--- config.mk ---
export PLATFORM = sky130hd
export DESIGN_NAME = issue_pair_ctrl_flat
export DESIGN_NICKNAME = d
export VERILOG_FILES = /design/src/rtl/issue_pair_ctrl_if.sv /design/src/rtl/issue_pair_ctrl.sv /design/src/flat_wrapper.sv
export SDC_FILE = /design/constraint.sdc
export NUM_CORES = 1
export LEC_CHECK = 0
export CAP_MARGIN = 10
export CORE_MARGIN = 2
export CORE_UTILIZATION = 30
export DETAILED_ROUTE_END_ITERATION = 10
export HOLD_SLACK_MARGIN = 0.06
export PLACE_DENSITY_LB_ADDON = 0.1
export SLEW_MARGIN = 5
export SYNTH_ARGS = -nofsm -noshare
export SYNTH_HDL_FRONTEND = slang
export SYNTH_SLANG_ARGS = --single-unit
--- constraint.sdc ---
create_clock -name clk -period 3.6 [get_ports clk]
set_input_delay 0.9 -clock clk [delete_from_list [all_inputs] [get_ports clk]]
set_output_delay 0.9 -clock clk [all_outputs]
set_load 0.05 [all_outputs]
--- src/rtl/issue_pair_ctrl_if.sv ---
// Signal bundle between the dual-issue ID stage and its hazard/pairing controller.
// The controller takes the slave side; the pipeline (or a bench) takes the master side.
interface issue_pair_ctrl_if;
    logic        v0;
    logic        v1;
    logic        oldest_id;
    logic [4:0]  rs0;
    logic [4:0]  rt0;
    logic [4:0]  rs1;
    logic [4:0]  rt1;
    logic [4:0]  wr0;
    logic [4:0]  wr1;
    logic        rw0;
    logic        rw1;
    logic        mem0;
    logic        mem1;
    logic        ex_mr0;
    logic        ex_mr1;
    logic [4:0]  ex_wr0;
    logic [4:0]  ex_wr1;
    logic        mispredict;
    logic        stall_id;
    logic        flush_ex0;
    logic        flush_ex1;
    logic [1:0]  state;
    logic [15:0] stall_cnt;

    modport master (
        output v0, v1, oldest_id, rs0, rt0, rs1, rt1, wr0, wr1, rw0, rw1,
               mem0, mem1, ex_mr0, ex_mr1, ex_wr0, ex_wr1, mispredict,
        input  stall_id, flush_ex0, flush_ex1, state, stall_cnt
    );

    modport slave (
        input  v0, v1, oldest_id, rs0, rt0, rs1, rt1, wr0, wr1, rw0, rw1,
               mem0, mem1, ex_mr0, ex_mr1, ex_wr0, ex_wr1, mispredict,
        output stall_id, flush_ex0, flush_ex1, state, stall_cnt
    );
endinterface

--- src/rtl/issue_pair_ctrl.sv ---
// Dual-issue ID-stage controller: load-use stalls, splitting of dependent or
// dual-memory pairs into older-then-younger issue, and mispredict flush.
module issue_pair_ctrl (
    input  logic               clk,
    input  logic               Reset,
    issue_pair_ctrl_if.slave   bus
);

    typedef enum logic [1:0] {
        RUN    = 2'd0,
        SPLIT  = 2'd1,
        SPLIT2 = 2'd2,
        FLUSH  = 2'd3
    } state_t;

    state_t      state_q;
    state_t      state_d;
    logic        split_o;
    logic [15:0] stall_cnt_q;
    logic        lu0;
    logic        lu1;
    logic        lu_any;
    logic        lu_young;
    logic        pair_raw;
    logic        pc;
    logic        stall;
    logic        f0;
    logic        f1;

    // Register 0 is hardwired zero, so it can never create a dependency.
    function automatic logic src_hit(input logic [4:0] src, input logic [4:0] dst);
        return (src != 5'd0) && (src == dst);
    endfunction

    always_comb begin
        lu0 = bus.v0 && ((bus.ex_mr0 && (src_hit(bus.rs0, bus.ex_wr0) || src_hit(bus.rt0, bus.ex_wr0))) ||
                         (bus.ex_mr1 && (src_hit(bus.rs0, bus.ex_wr1) || src_hit(bus.rt0, bus.ex_wr1))));
        lu1 = bus.v1 && ((bus.ex_mr0 && (src_hit(bus.rs1, bus.ex_wr0) || src_hit(bus.rt1, bus.ex_wr0))) ||
                         (bus.ex_mr1 && (src_hit(bus.rs1, bus.ex_wr1) || src_hit(bus.rt1, bus.ex_wr1))));
        lu_any   = lu0 || lu1;
        lu_young = split_o ? lu0 : lu1;
        if (bus.oldest_id)
            pair_raw = bus.rw1 && (src_hit(bus.rs0, bus.wr1) || src_hit(bus.rt0, bus.wr1));
        else
            pair_raw = bus.rw0 && (src_hit(bus.rs1, bus.wr0) || src_hit(bus.rt1, bus.wr0));
        pc = bus.v0 && bus.v1 && (pair_raw || (bus.mem0 && bus.mem1));
    end

    always_ff @(posedge clk or posedge Reset) begin
        if (Reset)
            state_q <= RUN;
        else
            state_q <= state_d;
    end

    always_comb begin
        state_d = state_q;
        if (bus.mispredict) begin
            state_d = FLUSH;
        end else begin
            case (state_q)
                RUN:    state_d = (!lu_any && pc) ? SPLIT : RUN;
                SPLIT:  state_d = SPLIT2;
                SPLIT2: state_d = lu_young ? SPLIT2 : RUN;
                FLUSH:  state_d = RUN;
            endcase
        end
    end

    always_comb begin
        stall = 1'b0;
        f0    = 1'b1;
        f1    = 1'b1;
        if (!Reset && !bus.mispredict) begin
            case (state_q)
                RUN: begin
                    if (lu_any) begin
                        stall = 1'b1;
                    end else if (pc) begin
                        stall = 1'b1;
                        f0    = bus.oldest_id;
                        f1    = !bus.oldest_id;
                    end else begin
                        f0 = !bus.v0;
                        f1 = !bus.v1;
                    end
                end
                SPLIT:  stall = 1'b1;
                SPLIT2: begin
                    if (lu_young) begin
                        stall = 1'b1;
                    end else begin
                        f0 = !split_o;
                        f1 = split_o;
                    end
                end
                FLUSH:  stall = 1'b0;
            endcase
        end
    end

    // split_o remembers which way went first so SPLIT2 releases the other one.
    always_ff @(posedge clk or posedge Reset) begin
        if (Reset)
            split_o <= 1'b0;
        else if (state_q == RUN && state_d == SPLIT)
            split_o <= bus.oldest_id;
    end

    always_ff @(posedge clk or posedge Reset) begin
        if (Reset)
            stall_cnt_q <= 16'd0;
        else if (stall && stall_cnt_q != 16'hFFFF)
            stall_cnt_q <= stall_cnt_q + 16'd1;
    end

    assign bus.stall_id  = stall;
    assign bus.flush_ex0 = f0;
    assign bus.flush_ex1 = f1;
    assign bus.state     = state_q;
    assign bus.stall_cnt = stall_cnt_q;

endmodule

--- src/flat_wrapper.sv ---
// flat-port wrapper written by rule: the top's interface ports become plain ports
module issue_pair_ctrl_flat 
  (clk, Reset, bus_v0, bus_v1, bus_oldest_id, bus_rs0, bus_rt0, bus_rs1, bus_rt1, bus_wr0, bus_wr1, bus_rw0, bus_rw1, bus_mem0, bus_mem1, bus_ex_mr0, bus_ex_mr1, bus_ex_wr0, bus_ex_wr1, bus_mispredict, bus_stall_id, bus_flush_ex0, bus_flush_ex1, bus_state, bus_stall_cnt);
  issue_pair_ctrl_if bus_i ();
  input  logic clk;
  input  logic Reset;
  input wire logic [$bits(bus_i.v0)-1:0] bus_v0;
  input wire logic [$bits(bus_i.v1)-1:0] bus_v1;
  input wire logic [$bits(bus_i.oldest_id)-1:0] bus_oldest_id;
  input wire logic [$bits(bus_i.rs0)-1:0] bus_rs0;
  input wire logic [$bits(bus_i.rt0)-1:0] bus_rt0;
  input wire logic [$bits(bus_i.rs1)-1:0] bus_rs1;
  input wire logic [$bits(bus_i.rt1)-1:0] bus_rt1;
  input wire logic [$bits(bus_i.wr0)-1:0] bus_wr0;
  input wire logic [$bits(bus_i.wr1)-1:0] bus_wr1;
  input wire logic [$bits(bus_i.rw0)-1:0] bus_rw0;
  input wire logic [$bits(bus_i.rw1)-1:0] bus_rw1;
  input wire logic [$bits(bus_i.mem0)-1:0] bus_mem0;
  input wire logic [$bits(bus_i.mem1)-1:0] bus_mem1;
  input wire logic [$bits(bus_i.ex_mr0)-1:0] bus_ex_mr0;
  input wire logic [$bits(bus_i.ex_mr1)-1:0] bus_ex_mr1;
  input wire logic [$bits(bus_i.ex_wr0)-1:0] bus_ex_wr0;
  input wire logic [$bits(bus_i.ex_wr1)-1:0] bus_ex_wr1;
  input wire logic [$bits(bus_i.mispredict)-1:0] bus_mispredict;
  output wire logic [$bits(bus_i.stall_id)-1:0] bus_stall_id;
  output wire logic [$bits(bus_i.flush_ex0)-1:0] bus_flush_ex0;
  output wire logic [$bits(bus_i.flush_ex1)-1:0] bus_flush_ex1;
  output wire logic [$bits(bus_i.state)-1:0] bus_state;
  output wire logic [$bits(bus_i.stall_cnt)-1:0] bus_stall_cnt;
  assign bus_i.v0 = bus_v0;
  assign bus_i.v1 = bus_v1;
  assign bus_i.oldest_id = bus_oldest_id;
  assign bus_i.rs0 = bus_rs0;
  assign bus_i.rt0 = bus_rt0;
  assign bus_i.rs1 = bus_rs1;
  assign bus_i.rt1 = bus_rt1;
  assign bus_i.wr0 = bus_wr0;
  assign bus_i.wr1 = bus_wr1;
  assign bus_i.rw0 = bus_rw0;
  assign bus_i.rw1 = bus_rw1;
  assign bus_i.mem0 = bus_mem0;
  assign bus_i.mem1 = bus_mem1;
  assign bus_i.ex_mr0 = bus_ex_mr0;
  assign bus_i.ex_mr1 = bus_ex_mr1;
  assign bus_i.ex_wr0 = bus_ex_wr0;
  assign bus_i.ex_wr1 = bus_ex_wr1;
  assign bus_i.mispredict = bus_mispredict;
  assign bus_stall_id = bus_i.stall_id;
  assign bus_flush_ex0 = bus_i.flush_ex0;
  assign bus_flush_ex1 = bus_i.flush_ex1;
  assign bus_state = bus_i.state;
  assign bus_stall_cnt = bus_i.stall_cnt;
  issue_pair_ctrl u_core (.clk(clk), .Reset(Reset), .bus(bus_i));
endmodule
==> summary.md <==
The region available for standard cell placement spans 5960 sq um. TritonCTS built the clock tree. Among the stages of the critical path, the cell type that occurs most often is or4_4.

For this run the aggregate overflow at the end of global routing stands at 0. The depth of the CTS H-tree was 1. The clock arrives with 0.00814 ns of skew. The number of placement rows is 28. Relative to the synthesized area, the layout overhead comes to 80.8%.

After detailed routing, the average wire length per cell comes to 13.5 um. The most common cell after layout, fill and taps aside was buf_4. Counting I/O delays and the setup requirement, the final critical path takes 3.84 ns. The max-slew violation count came out at 0. The kind of critical path is in2out. Setup repair after global routing could not meet its margin everywhere. The HPWL after detailed placement was 4790 um; the count of input and output buffers was 72.

For the worst setup path, the data arrival time is 2.94 ns. The number of hold buffers added after CTS was 0. For this run, the share of the core covered by cells in the final layout is 56.7%. Of the total synthesized cell area, the portion taken by AND, OR, NAND and NOR gates is 26.9%. The final cell count without fillers is 427, and the maximum clock path buffer count is 2. The run gives 9850 um as the first-pass GRT wire length. The tool flagged a number of max-cap violations equal to 0. For the worst setup path, the data required time is 2.70 ns. At the pin with the least slew margin, the transition time is 0.749 ns. The x dimension of the die was 82.9 um.

Total power for the finished layout comes to 0.000828 W. The run gives 4 as the iteration count of the initial detailed-routing pass. STA classifies the critical path startpoint as an input port. The cell count after placement was 416.

The type of the tightest min-delay check is reg2reg. The tools report the number of warnings printed during yosys synthesis as 0. The worst setup margin came out at -0.244 ns.

The worst setup path is captured at an output pin. Cells with a size suffix above 1 make up 37.2% of the layout. By area, the combinational part of the netlist is dominated by XOR/XNOR gates.

On the worst path, the slowest cell contributes a delay of 0.55 ns. The detailed router finished its first iteration with 62 violations. After Yosys synthesis, full adders, half adders and majority gates account for 0.670% of the synthesized area.

Leaving out fill and tap cells, the most frequent cells in the layout are buf_4, xnor2_1, xor2_1. The number of top-level pins is 73. The register area share after synthesis is 25.5%.

The total number of vias was 2023. The die covers 6870 sq um. Setup violations remaining at the end of the flow were counted as 3. For this configuration, the core starts out at a cell density of 31.3%. In the synthesized netlist the dominant register cell turns out to be dfrtp_1. The clock transition at the registers of the reported paths was 0.08 ns; the leakage power was 1.45 nW. After detailed routing, the number of remaining DRC violations is 0.

The final layout contains routed wiring with a total length of 5760 um. The number of enable-type register cells in the synthesized netlist came out at 0. Entering global routing, the biggest net connects 20 pins. The run gives 2176 as the via count of the first global-routing pass. The mapped netlist covers 1870 sq um.

The tools report the largest voltage drop on the vdd net as 0.166 mV. The clock latency on the worst-skew pair is 0.25 ns, and the share of cell area taken by muxes after synthesis is 2.55%. Dividing the detail-routed via count by the number of cells gives 4.74. After the last flow step, the layout net total stands at 406. The number of clock buffers added by TritonCTS is 3.

In this run the remaining antenna-violating nets after routing total 0. The run gives 19 as the CTS sink count. On the critical path, the stage with the largest delay is an instance of or4_4. Routability-driven placement finished with a final weighted congestion of 0.847.

When the netlist entered floorplanning its net count stood at 262. The number of endpoints with negative hold slack in the final report is 0. The setup check on the worst reg-to-reg path leaves a slack of 1.47 ns. The critical path goes through buf_6, or4_4, nor2_4, or4_4, a21oi_4, or2_1, or4_4, o32ai_2, nand2_2, buf_8.

In the finished design, the share of the clock period the worst path needs comes to 107%. Buffer cell driving the clock tree root: clkbuf_8. In this run the worst path has a maximum fanout of 3.

Number of antenna violations at the first check in global routing: 0. In this run the power density over the cells is 245 nW/um^2. Before CTS, the worst setup slack after placement is -0.726 ns.

In this run, synthesis produced a sequential element count of 19. The worst hold margin was 0.492 ns; the mean instance size in the synthesized netlist was 8.93 sq um. The synthesized netlist devotes 8.45% of its cell area to compound gates. The floorplan die height came out at 82.9 um. For the highest achievable clock rate, the log shows 260 MHz.

The repair_antennas step left the layout with diodes totalling 0. Of all flip-flops after synthesis, the portion carrying an async set or reset was 100%. The worst pin sits at a relative slew slack of 50.0%. Counting distinct cell types in the post-synthesis netlist gives 44. Summing the areas of all xor and xnor instances in the mapped netlist gives 34.7% of the synthesized area. The post-synthesis cell count is 209, and the global-route usage over all layers is 17.2%. The checks that failed: setup timing. The run finished, with violations left.
==> per-layer routing <==
layer | GRT usage (%) | vias up | part of all wire (%)
li1 | - | 1030 | -
met1 | 20.4 | 940 | 42
met2 | 31.7 | 49 | 53
met3 | 2.19 | 4 | 4.0
met4 | 5.37 | 0 | 1.0
met5 | 0 | - | 0
==> synthesized netlist by cell type, drive strengths merged, types with 2 or more instances <==
library cell	instances	area (sq um)
nand4	12	75.1
nand2b	2	12.5
and2	2	12.5
nor3	10	60.1
xor2	31	272
or4	6	52.6
o32ai	2	17.5
dfrtp	19	475
mux2	3	37.5
nor4	5	46.3
a21oi	4	35.0
a31oi	2	12.5
nand3	14	70.1
nand2	17	66.3
o21ai	2	10.0
xnor2	43	377
and3	7	43.8
nor2	8	32.5
inv	5	18.8
==> final cells by class <==
type	instances	area [sq um]
multi-input combinational	184	1540
sequential	19	475
tap	75	93.8
inverter	5	18.8
clock inverter	1	5.00
timing repair buffer	140	1200
clock buffer	3	41.3
fill	585	2580
==> through the flow <==
step	TNS [ns]	area, sq um
finish	-0.696	3380
CTS	-0.611	3370
global route	-0.972	3380
floorplan	-0.621	1910
global placement	-1.96	3180
detailed placement	-2.07	3180
==> where the power goes <==
part | leakage [nW] | switching [W] | internal, W
Sequential | 0.255 | 0.0000308 | 0.000234
Combinational | 1.17 | 0.000213 | 0.000202
Clock | 0.0255 | 0.0000707 | 0.0000768
==> repair_timing <==
| item | in CTS | in global routing |
|---|---|---|
| endpoints found under the setup margin | 3 | 3 |
| setup buffers | 7 | 0 |
| gates resized for setup | 123 | 3 |
| endpoints found under the hold margin | 0 | 0 |
| pin swaps | 37 | 9 |
==> registers in the layout, indices dropped and copies added, names as in the netlist <==
signal	count
u_core.bus.state	2
u_core.bus.stall_cnt	16
u_core.split_o	1
==> cells by family (layout without fill, tap and decap cells) <==
family,Yosys count,count (layout)
AND/OR/NAND/NOR,87,87
XOR/XNOR,74,74
flip-flops,19,19
AO/OA/AOI/OAI,18,18
buffers and inverters,6,149
multiplexers,4,4
adder cells (fa/ha/maj),1,1
==> path summary, 6_finish.rpt <==
path,start,to,cells after the start
setup / recovery,bus_rt0[4],bus_flush_ex0,10
hold / removal,u_core.bus.stall_cnt[4]$_DFFE_PP0P_,u_core.bus.stall_cnt[4]$_DFFE_PP0P_,1
setup reg to reg,u_core.bus.stall_cnt[5]$_DFFE_PP0P_,u_core.bus.stall_cnt[1]$_DFFE_PP0P_,8
hold reg to reg,u_core.bus.stall_cnt[4]$_DFFE_PP0P_,u_core.bus.stall_cnt[4]$_DFFE_PP0P_,1
max in group asynchronous,Reset,u_core.bus.stall_cnt[13]$_DFFE_PP0P_,2
min in group asynchronous,Reset,u_core.bus.stall_cnt[0]$_DFFE_PP0P_,2
==> critical path, delay by kind of cell <==
kind,cells,cell delay [ns]
AO/OA/AOI/OAI,2,0.17
buffers and inverters,2,0.26
AND/OR/NAND/NOR,6,1.60
Note: power is estimated with default switching activity, not from simulation.
